**src/rtl/pipe_stats_unit_pkg.sv**
```systemverilog
// Shared types for the pipeline statistics unit: opcode map, instruction
// classes, FSM states and the opcode classifier used by the decoder.
package pipe_stats_unit_pkg;

    localparam int OPC_W = 6;

    typedef enum logic [5:0] {
        OP_ADD  = 6'b000000,
        OP_SUB  = 6'b000001,
        OP_MUL  = 6'b000010,
        OP_DIV  = 6'b000011,
        OP_ADDI = 6'b000100,
        OP_MULI = 6'b000101,
        OP_OR   = 6'b000110,
        OP_AND  = 6'b000111,
        OP_XOR  = 6'b001000,
        OP_ORI  = 6'b001001,
        OP_ANDI = 6'b001010,
        OP_XORI = 6'b001011,
        OP_LDW  = 6'b001100,
        OP_STW  = 6'b001101,
        OP_BEQ  = 6'b001110,
        OP_BNE  = 6'b001111,
        OP_JMP  = 6'b010000,
        OP_HALT = 6'b010001
    } opcode_t;

    typedef enum logic [2:0] {
        CLS_ARITH   = 3'd0,
        CLS_LOGIC   = 3'd1,
        CLS_MEM     = 3'd2,
        CLS_CTRL    = 3'd3,
        CLS_ILLEGAL = 3'd4
    } inst_class_t;

    typedef enum logic [1:0] {
        IDLE  = 2'd0,
        RUN   = 2'd1,
        DRAIN = 2'd2,
        DONE  = 2'd3
    } stats_state_t;

    // Opcodes are allocated in contiguous ranges, so ordered compares suffice.
    function automatic inst_class_t classify(input logic [OPC_W-1:0] op);
        inst_class_t cls;
        if (op <= 6'b000101) begin
            cls = CLS_ARITH;
        end else if (op <= 6'b001011) begin
            cls = CLS_LOGIC;
        end else if (op <= 6'b001101) begin
            cls = CLS_MEM;
        end else if (op <= 6'b010001) begin
            cls = CLS_CTRL;
        end else begin
            cls = CLS_ILLEGAL;
        end
        return cls;
    endfunction

endpackage

```
**src/rtl/pipe_stats_unit_if.sv**
```systemverilog
// Retire-side inputs and statistics readout of the pipeline statistics unit.
interface pipe_stats_unit_if #(
    parameter int CNT_W   = 16,
    parameter int STALL_W = 32
);
    logic               retire_valid;
    logic [31:0]        retire_inst;
    logic [1:0]         stall_nofwd_inc;
    logic               stall_fwd_inc;
    logic [CNT_W-1:0]   arith_inst_cnt;
    logic [CNT_W-1:0]   logic_inst_cnt;
    logic [CNT_W-1:0]   mem_inst_cnt;
    logic [CNT_W-1:0]   ctrl_inst_cnt;
    logic [STALL_W-1:0] stall_wo_forewarding;
    logic [STALL_W-1:0] stall_w_forewarding;
    logic [STALL_W-1:0] cycle_cnt;
    logic               busy;
    logic               done;
    logic               illegal_op;

    modport master (
        output retire_valid, retire_inst, stall_nofwd_inc, stall_fwd_inc,
        input  arith_inst_cnt, logic_inst_cnt, mem_inst_cnt, ctrl_inst_cnt,
               stall_wo_forewarding, stall_w_forewarding, cycle_cnt,
               busy, done, illegal_op
    );

    modport slave (
        input  retire_valid, retire_inst, stall_nofwd_inc, stall_fwd_inc,
        output arith_inst_cnt, logic_inst_cnt, mem_inst_cnt, ctrl_inst_cnt,
               stall_wo_forewarding, stall_w_forewarding, cycle_cnt,
               busy, done, illegal_op
    );
endinterface

```
**src/rtl/pipe_stats_unit_sat_counter.sv**
```systemverilog
// Saturating accumulator: adds add_i when enabled and clamps at all-ones.
module sat_counter #(
    parameter int W     = 16,
    parameter int ADD_W = 1
) (
    input  logic             clk_i,
    input  logic             clr_n_i,
    input  logic             en_i,
    input  logic [ADD_W-1:0] add_i,
    output logic [W-1:0]     cnt_o
);
    logic [W-1:0] cnt_q;
    logic [W-1:0] cnt_d;
    logic [W:0]   sum_s;

    // Carry out of the widened sum means the add would wrap, so clamp.
    always_comb begin
        sum_s = {1'b0, cnt_q} + (W+1)'(add_i);
        if (en_i) begin
            cnt_d = sum_s[W] ? {W{1'b1}} : sum_s[W-1:0];
        end else begin
            cnt_d = cnt_q;
        end
    end

    // Counter register with synchronous clear.
    always_ff @(posedge clk_i) begin
        if (!clr_n_i) begin
            cnt_q <= '0;
        end else begin
            cnt_q <= cnt_d;
        end
    end

    assign cnt_o = cnt_q;
endmodule

```
**src/rtl/pipe_stats_unit.sv**
```systemverilog
// Watches retiring instructions, accumulates class/stall/cycle statistics and
// freezes them once the halt instruction has retired and the pipe has drained.
module pipe_stats_unit
    import pipe_stats_unit_pkg::*;
#(
    parameter int CNT_W        = 16,
    parameter int STALL_W      = 32,
    parameter int DRAIN_CYCLES = 4
) (
    input  logic            clk,
    input  logic            reset,
    pipe_stats_unit_if.slave bus
);
    localparam int DRAIN_W = (DRAIN_CYCLES > 1) ? $clog2(DRAIN_CYCLES) : 1;
    localparam logic [DRAIN_W-1:0] DRAIN_LAST = DRAIN_W'(DRAIN_CYCLES - 1);

    stats_state_t        state_q, state_d;
    logic [DRAIN_W-1:0]  drain_ctr_q, drain_ctr_d;
    logic                busy_q, busy_d;
    logic                done_q, done_d;
    logic                illegal_q, illegal_d;

    logic                accept_s;
    logic                cycle_en_s;
    logic                is_halt_s;
    inst_class_t         cls_s;

    assign cls_s     = classify(bus.retire_inst[31:26]);
    assign is_halt_s = (bus.retire_inst[31:26] == OP_HALT);

    // State, drain counter and status flag registers.
    always_ff @(posedge clk) begin
        if (!reset) begin
            state_q     <= IDLE;
            drain_ctr_q <= '0;
            busy_q      <= 1'b0;
            done_q      <= 1'b0;
            illegal_q   <= 1'b0;
        end else begin
            state_q     <= state_d;
            drain_ctr_q <= drain_ctr_d;
            busy_q      <= busy_d;
            done_q      <= done_d;
            illegal_q   <= illegal_d;
        end
    end

    // Next-state logic; a halt retiring from IDLE skips straight to DRAIN.
    always_comb begin
        state_d     = state_q;
        drain_ctr_d = drain_ctr_q;
        case (state_q)
            IDLE, RUN: begin
                if (bus.retire_valid && is_halt_s) begin
                    state_d     = DRAIN;
                    drain_ctr_d = '0;
                end else if (bus.retire_valid) begin
                    state_d = RUN;
                end else begin
                    state_d = state_q;
                end
            end
            DRAIN: begin
                if (drain_ctr_q == DRAIN_LAST) begin
                    state_d = DONE;
                end else begin
                    drain_ctr_d = drain_ctr_q + DRAIN_W'(1);
                end
            end
            DONE:    state_d = DONE;
            default: state_d = IDLE;
        endcase
    end

    // Counter enables and next values of the registered status flags.
    always_comb begin
        accept_s   = 1'b0;
        cycle_en_s = 1'b0;
        case (state_q)
            IDLE: begin
                accept_s   = bus.retire_valid;
                cycle_en_s = bus.retire_valid;
            end
            RUN: begin
                accept_s   = bus.retire_valid;
                cycle_en_s = 1'b1;
            end
            DRAIN:   cycle_en_s = 1'b1;
            default: cycle_en_s = 1'b0;
        endcase
        illegal_d = illegal_q | (accept_s && (cls_s == CLS_ILLEGAL));
        busy_d    = (state_d == RUN) || (state_d == DRAIN);
        done_d    = (state_d == DONE);
    end

    sat_counter #(.W(CNT_W), .ADD_W(1)) u_arith (
        .clk_i(clk), .clr_n_i(reset), .en_i(accept_s && (cls_s == CLS_ARITH)),
        .add_i(1'b1), .cnt_o(bus.arith_inst_cnt)
    );
    sat_counter #(.W(CNT_W), .ADD_W(1)) u_logic (
        .clk_i(clk), .clr_n_i(reset), .en_i(accept_s && (cls_s == CLS_LOGIC)),
        .add_i(1'b1), .cnt_o(bus.logic_inst_cnt)
    );
    sat_counter #(.W(CNT_W), .ADD_W(1)) u_mem (
        .clk_i(clk), .clr_n_i(reset), .en_i(accept_s && (cls_s == CLS_MEM)),
        .add_i(1'b1), .cnt_o(bus.mem_inst_cnt)
    );
    sat_counter #(.W(CNT_W), .ADD_W(1)) u_ctrl (
        .clk_i(clk), .clr_n_i(reset), .en_i(accept_s && (cls_s == CLS_CTRL)),
        .add_i(1'b1), .cnt_o(bus.ctrl_inst_cnt)
    );
    sat_counter #(.W(STALL_W), .ADD_W(2)) u_stall_nofwd (
        .clk_i(clk), .clr_n_i(reset), .en_i(accept_s),
        .add_i(bus.stall_nofwd_inc), .cnt_o(bus.stall_wo_forewarding)
    );
    sat_counter #(.W(STALL_W), .ADD_W(1)) u_stall_fwd (
        .clk_i(clk), .clr_n_i(reset), .en_i(accept_s),
        .add_i(bus.stall_fwd_inc), .cnt_o(bus.stall_w_forewarding)
    );
    sat_counter #(.W(STALL_W), .ADD_W(1)) u_cycle (
        .clk_i(clk), .clr_n_i(reset), .en_i(cycle_en_s),
        .add_i(1'b1), .cnt_o(bus.cycle_cnt)
    );

    assign bus.busy       = busy_q;
    assign bus.done       = done_q;
    assign bus.illegal_op = illegal_q;
endmodule

```
**src/flat_wrapper.sv**
```systemverilog
// flat-port wrapper written by rule: the top's interface ports become plain ports
module pipe_stats_unit_flat import pipe_stats_unit_pkg::*;
#(
    parameter int CNT_W        = 16,
    parameter int STALL_W      = 32,
    parameter int DRAIN_CYCLES = 4
)
  (clk, reset, bus_retire_valid, bus_retire_inst, bus_stall_nofwd_inc, bus_stall_fwd_inc, bus_arith_inst_cnt, bus_logic_inst_cnt, bus_mem_inst_cnt, bus_ctrl_inst_cnt, bus_stall_wo_forewarding, bus_stall_w_forewarding, bus_cycle_cnt, bus_busy, bus_done, bus_illegal_op);
  pipe_stats_unit_if #(.CNT_W(CNT_W), .STALL_W(STALL_W)) bus_i ();
  input  logic clk;
  input  logic reset;
  input wire logic [$bits(bus_i.retire_valid)-1:0] bus_retire_valid;
  input wire logic [$bits(bus_i.retire_inst)-1:0] bus_retire_inst;
  input wire logic [$bits(bus_i.stall_nofwd_inc)-1:0] bus_stall_nofwd_inc;
  input wire logic [$bits(bus_i.stall_fwd_inc)-1:0] bus_stall_fwd_inc;
  output wire logic [$bits(bus_i.arith_inst_cnt)-1:0] bus_arith_inst_cnt;
  output wire logic [$bits(bus_i.logic_inst_cnt)-1:0] bus_logic_inst_cnt;
  output wire logic [$bits(bus_i.mem_inst_cnt)-1:0] bus_mem_inst_cnt;
  output wire logic [$bits(bus_i.ctrl_inst_cnt)-1:0] bus_ctrl_inst_cnt;
  output wire logic [$bits(bus_i.stall_wo_forewarding)-1:0] bus_stall_wo_forewarding;
  output wire logic [$bits(bus_i.stall_w_forewarding)-1:0] bus_stall_w_forewarding;
  output wire logic [$bits(bus_i.cycle_cnt)-1:0] bus_cycle_cnt;
  output wire logic [$bits(bus_i.busy)-1:0] bus_busy;
  output wire logic [$bits(bus_i.done)-1:0] bus_done;
  output wire logic [$bits(bus_i.illegal_op)-1:0] bus_illegal_op;
  assign bus_i.retire_valid = bus_retire_valid;
  assign bus_i.retire_inst = bus_retire_inst;
  assign bus_i.stall_nofwd_inc = bus_stall_nofwd_inc;
  assign bus_i.stall_fwd_inc = bus_stall_fwd_inc;
  assign bus_arith_inst_cnt = bus_i.arith_inst_cnt;
  assign bus_logic_inst_cnt = bus_i.logic_inst_cnt;
  assign bus_mem_inst_cnt = bus_i.mem_inst_cnt;
  assign bus_ctrl_inst_cnt = bus_i.ctrl_inst_cnt;
  assign bus_stall_wo_forewarding = bus_i.stall_wo_forewarding;
  assign bus_stall_w_forewarding = bus_i.stall_w_forewarding;
  assign bus_cycle_cnt = bus_i.cycle_cnt;
  assign bus_busy = bus_i.busy;
  assign bus_done = bus_i.done;
  assign bus_illegal_op = bus_i.illegal_op;
  pipe_stats_unit #(.CNT_W(CNT_W), .STALL_W(STALL_W), .DRAIN_CYCLES(DRAIN_CYCLES)) u_core (.clk(clk), .reset(reset), .bus(bus_i));
endmodule
```
**config.mk**
```make
export PLATFORM = sky130hd
export DESIGN_NAME = pipe_stats_unit_flat
export DESIGN_NICKNAME = d
export VERILOG_FILES = /design/src/rtl/pipe_stats_unit_pkg.sv /design/src/rtl/pipe_stats_unit_if.sv /design/src/rtl/pipe_stats_unit_sat_counter.sv /design/src/rtl/pipe_stats_unit.sv /design/src/flat_wrapper.sv
export SDC_FILE = /design/constraint.sdc
export NUM_CORES = 1
export LEC_CHECK = 0
export BUFFER_PORTS_ARGS = -buffer_cell sky130_fd_sc_hd__buf_2
export CORE_AREA = 5 5 125 127
export CTS_CLUSTER_DIAMETER = 80
export CTS_CLUSTER_SIZE = 40
export DETAILED_ROUTE_END_ITERATION = 10
export DIE_AREA = 0 0 130 132
export GPL_TIMING_DRIVEN = 0
export PLACE_DENSITY = 0.93
export SETUP_SLACK_MARGIN = 0.5
export SLEW_MARGIN = 20
export SYNTH_ARGS = -nofsm -noshare
export SYNTH_HDL_FRONTEND = slang
export SYNTH_SLANG_ARGS = --single-unit
export TNS_END_PERCENT = 1
```
**constraint.sdc**
```tcl
create_clock -name clk -period 7 [get_ports clk]
set_clock_uncertainty 0.1 [all_clocks]
set_input_delay 1.4 -clock clk [delete_from_list [all_inputs] [get_ports clk]]
set_output_delay 1.4 -clock clk [all_outputs]
set_load 0.1 [all_outputs]
```
==> impl_metrics.env <==
export IMPL_fin_setup_tns_ps=0
export IMPL_placed_cells=1316
export IMPL_drtPass1Iterations=5
export IMPL_leakagePower_nw=3.96
export IMPL_fin_cells=1349
export IMPL_crit_type="input port to register"
export IMPL_insertion_delay_ps=430
export IMPL_post_cts_setup_buffers=0
export IMPL_nNetsFinal=1206
export IMPL_critPathMaxFanout=10
export IMPL_sw_frac_of_total=0.256
export IMPL_ys_ff_latch=167
export IMPL_grtUsageTotal=0.275
export IMPL_hold_path_class="register to register"
export IMPL_hpwlAfterDp_um=16800
export IMPL_irDropWorstVdd_mv=0.165
export IMPL_drc=0
export IMPL_synth_edf_count=0
export IMPL_p_sw_mw=0.535
export IMPL_yosysWarnings=0
export IMPL_cts_tree="yes"
export IMPL_io_buffers=173
export IMPL_antenna_found_initial=3
export IMPL_slowest_stage="nor2_1"
export IMPL_die_area_um2=17200
export IMPL_drv_cap=0
export IMPL_cts_buffers=17
export IMPL_ys_seq_area_frac=0.409
export IMPL_async_flop_share=0
export IMPL_critical_path_top_delay_family="simple AND/OR/NAND/NOR gates"
export IMPL_worst_slew_pin_transition_ps=877
export IMPL_row_count=44
export IMPL_area_growth_pct=20.9
export IMPL_avgRoutedWirePerCell_um=17.6
export IMPL_cts_resized=0
export IMPL_syn_inst=959
export IMPL_fill_cells=1149
export IMPL_htreeDepth=4
export IMPL_clockBufferDepth=2
export IMPL_holdBufCountCts=0
export IMPL_synth_nets=1014
export IMPL_rsz0062_at_grt="false"
export IMPL_postSynthAreaPerCell_um2=8.53
export IMPL_synthDistinctLibCells=59
export IMPL_drt_initial_drc_count=716
export IMPL_gp_congestion=0.924
export IMPL_crit_required_ps=7260
export IMPL_setup_viol=0
export IMPL_fin_hold_ws_ps=348
export IMPL_crit_chain="buf_2 > ha_1 > inv_1 > fa_1 > nor2b_1 > nand2_1 > nor2_1 > nand2_1 > clkbuf_1 > a21oi_1"
export IMPL_drt_wl_total_um=23800
export IMPL_max_freq_mhz=288
export IMPL_clk_pin_slew_ps=70
export IMPL_endpoint_kind="register"
export IMPL_max_stage_delay_ps=420
export IMPL_pwr_share_clk=0.473
export IMPL_path_buf_inv=3
export IMPL_cts_sinks=167
export IMPL_fin_crit_sh=0.496
export IMPL_vias_per_cell=6.27
export IMPL_startpoint_type="input port"
export IMPL_slew_violations=0
export IMPL_p_int_mw=1.56
export IMPL_final_min_clock_period_ps=3470
export IMPL_slew_headroom=0.410
export IMPL_pwr_share_seq=0.463
export IMPL_critPathMostFrequentCell="nand2_1"
export IMPL_p_per_area_nw_per_um2=211
export IMPL_die_h_um=132
export IMPL_initial_utilization=0.572
export IMPL_die_w_um=130
export IMPL_vias=8453
export IMPL_grt_pass1_wl_um=38900
export IMPL_status="finished clean"
export IMPL_syn_area_um2=8180
export IMPL_core_area_um2=14300
export IMPL_m1WireLength_um=9440
export IMPL_top_layer="met5"
export IMPL_root_buffer="clkbuf_16"
export IMPL_cp_arrival_ps=3730
export IMPL_final_hold_viol_count=0
export IMPL_wl_met2_um=11200
export IMPL_top_level_ports=201
export IMPL_comb_power_share=0.065
export IMPL_synth_ff_type="dfxtp_1"
export IMPL_grt_pass1_vias=7934
export IMPL_globalRouteOverflowTotal=0
export IMPL_ant_nets=0
export IMPL_drive_above_1_share=0.202
export IMPL_met3_length_um=2210
export IMPL_grt_max_degree=17
## metrics by stage
step	power, mW	setup WS, ps	util	cell area, µm²
floorplan	1.09	3710	-	8180
global placement	1.12	3150	0.648	9280
detailed placement	1.12	3160	0.648	9280
CTS	2.10	3590	0.691	9890
global route	2.15	3260	0.691	9900
finish	2.09	3530	0.691	9900
## final timing paths
kind / startpoint / to / slack (ps) / cells past startpoint
setup / recovery: bus_stall_nofwd_inc[0] / u_core.u_stall_nofwd.cnt_o[5] / 3530 / 10
hold / removal: u_core.bus.illegal_op / u_core.bus.illegal_op / 350 / 2
setup reg to reg: u_core.u_stall_nofwd.cnt_o[0] / u_core.u_stall_nofwd.cnt_o[5] / 4210 / 9
hold reg to reg: u_core.bus.illegal_op / u_core.bus.illegal_op / 350 / 2
## worst reg2reg max path: stages (launching register included)
cell,delay [ps]
dfxtp_1,350
ha_1,180
inv_1,50
fa_1,390
nor2b_1,250
nand2_1,200
nor2_1,430
nand2_1,290
clkbuf_1,300
a21oi_1,190
## cell families after synthesis
| group | Yosys count | share of synthesized area |
|---|---|---|
| AND/OR/NAND/NOR | 421 | 0.284 |
| AO/OA/AOI/OAI | 208 | 0.160 |
| flip-flops | 167 | 0.409 |
| XOR/XNOR | 75 | 0.0803 |
| buffers and inverters | 63 | 0.0298 |
| adder cells (fa/ha/maj) | 17 | 0.0269 |
| multiplexers | 8 | 0.00979 |
## layer usage
metal | track usage | up-vias
li1 | - | 3976
met1 | 0.353 | 3930
met2 | 0.431 | 461
met3 | 0.0624 | 82
met4 | 0.137 | 4
met5 | 0 | -
## power groups by stage
stage                     registers [mW]  clock network (mW)  logic (mW)
after floorplan                     1.04                   0      0.0461
after global placement             0.988                   0       0.133
after detailed placement           0.989                   0       0.135
after CTS                          0.967               0.998       0.135
after global routing               0.968                1.04       0.144
final                              0.968               0.989       0.136
## cell type report
type | count | area [µm²] | share of cell area
multi-input combinational | 729 | 4600 | 0.464
sequential | 167 | 3340 | 0.338
timing repair buffer | 173 | 866 | 0.0875
clock buffer | 17 | 425 | 0.0430
tap | 184 | 230 | 0.0233
clock inverter | 15 | 189 | 0.0191
buffer | 44 | 173 | 0.0174
inverter | 19 | 71.3 | 0.00721
antenna | 1 | 2.50 | 0.000253
## registers in the layout (all words and copies together) (netlist names)
| register | flops |
|---|---|
| u_core.state_q | 2 |
| u_core.u_arith.cnt_o | 16 |
| u_core.u_logic.cnt_o | 16 |
| u_core.bus.done | 1 |
| u_core.bus.busy | 1 |
| u_core.u_stall_nofwd.cnt_o | 32 |
| u_core.drain_ctr_q | 2 |
| u_core.u_mem.cnt_o | 16 |
| u_core.u_ctrl.cnt_o | 16 |
| u_core.u_cycle.cnt_o | 32 |
| u_core.bus.illegal_op | 1 |
| u_core.u_stall_fwd.cnt_o | 32 |
## synthesized netlist by cell type (all sizes together) (9+ instances only)
| master | number | share of area |
|---|---|---|
| nand3 | 55 | 0.034 |
| a211oi | 11 | 0.011 |
| nand4 | 48 | 0.037 |
| dfxtp | 167 | 0.41 |
| ha | 16 | 0.024 |
| nor2b | 9 | 0.0069 |
| a21oi | 108 | 0.067 |
| inv | 18 | 0.0083 |
| nor2 | 53 | 0.024 |
| xnor2 | 42 | 0.045 |
| xor2 | 33 | 0.035 |
| and4 | 23 | 0.025 |
| o221a | 10 | 0.014 |
| o21ai | 20 | 0.012 |
| clkbuf | 37 | 0.017 |
| a31oi | 20 | 0.015 |
| and3 | 34 | 0.026 |
| nand2 | 72 | 0.033 |
| and2 | 16 | 0.012 |
| nor3 | 54 | 0.034 |
| nor4 | 23 | 0.018 |
## placed cells by master (no fill, tap or decap), types with 22 or more instances in the layout
master    Yosys  routed
buf_2         6     179
nor3_1       52      52
and3_1       34      34
clkbuf_1     37      37
and4_1       23      23
xnor2_1      42      42
nand2_1      72      72
nor2_1       53      53
nand4_1      48      48
dfxtp_1     167     167
a21oi_1     107     107
xor2_1       33      33
nand3_1      54      54
nor4_1       22      22
(Power assumes the default switching activity.)
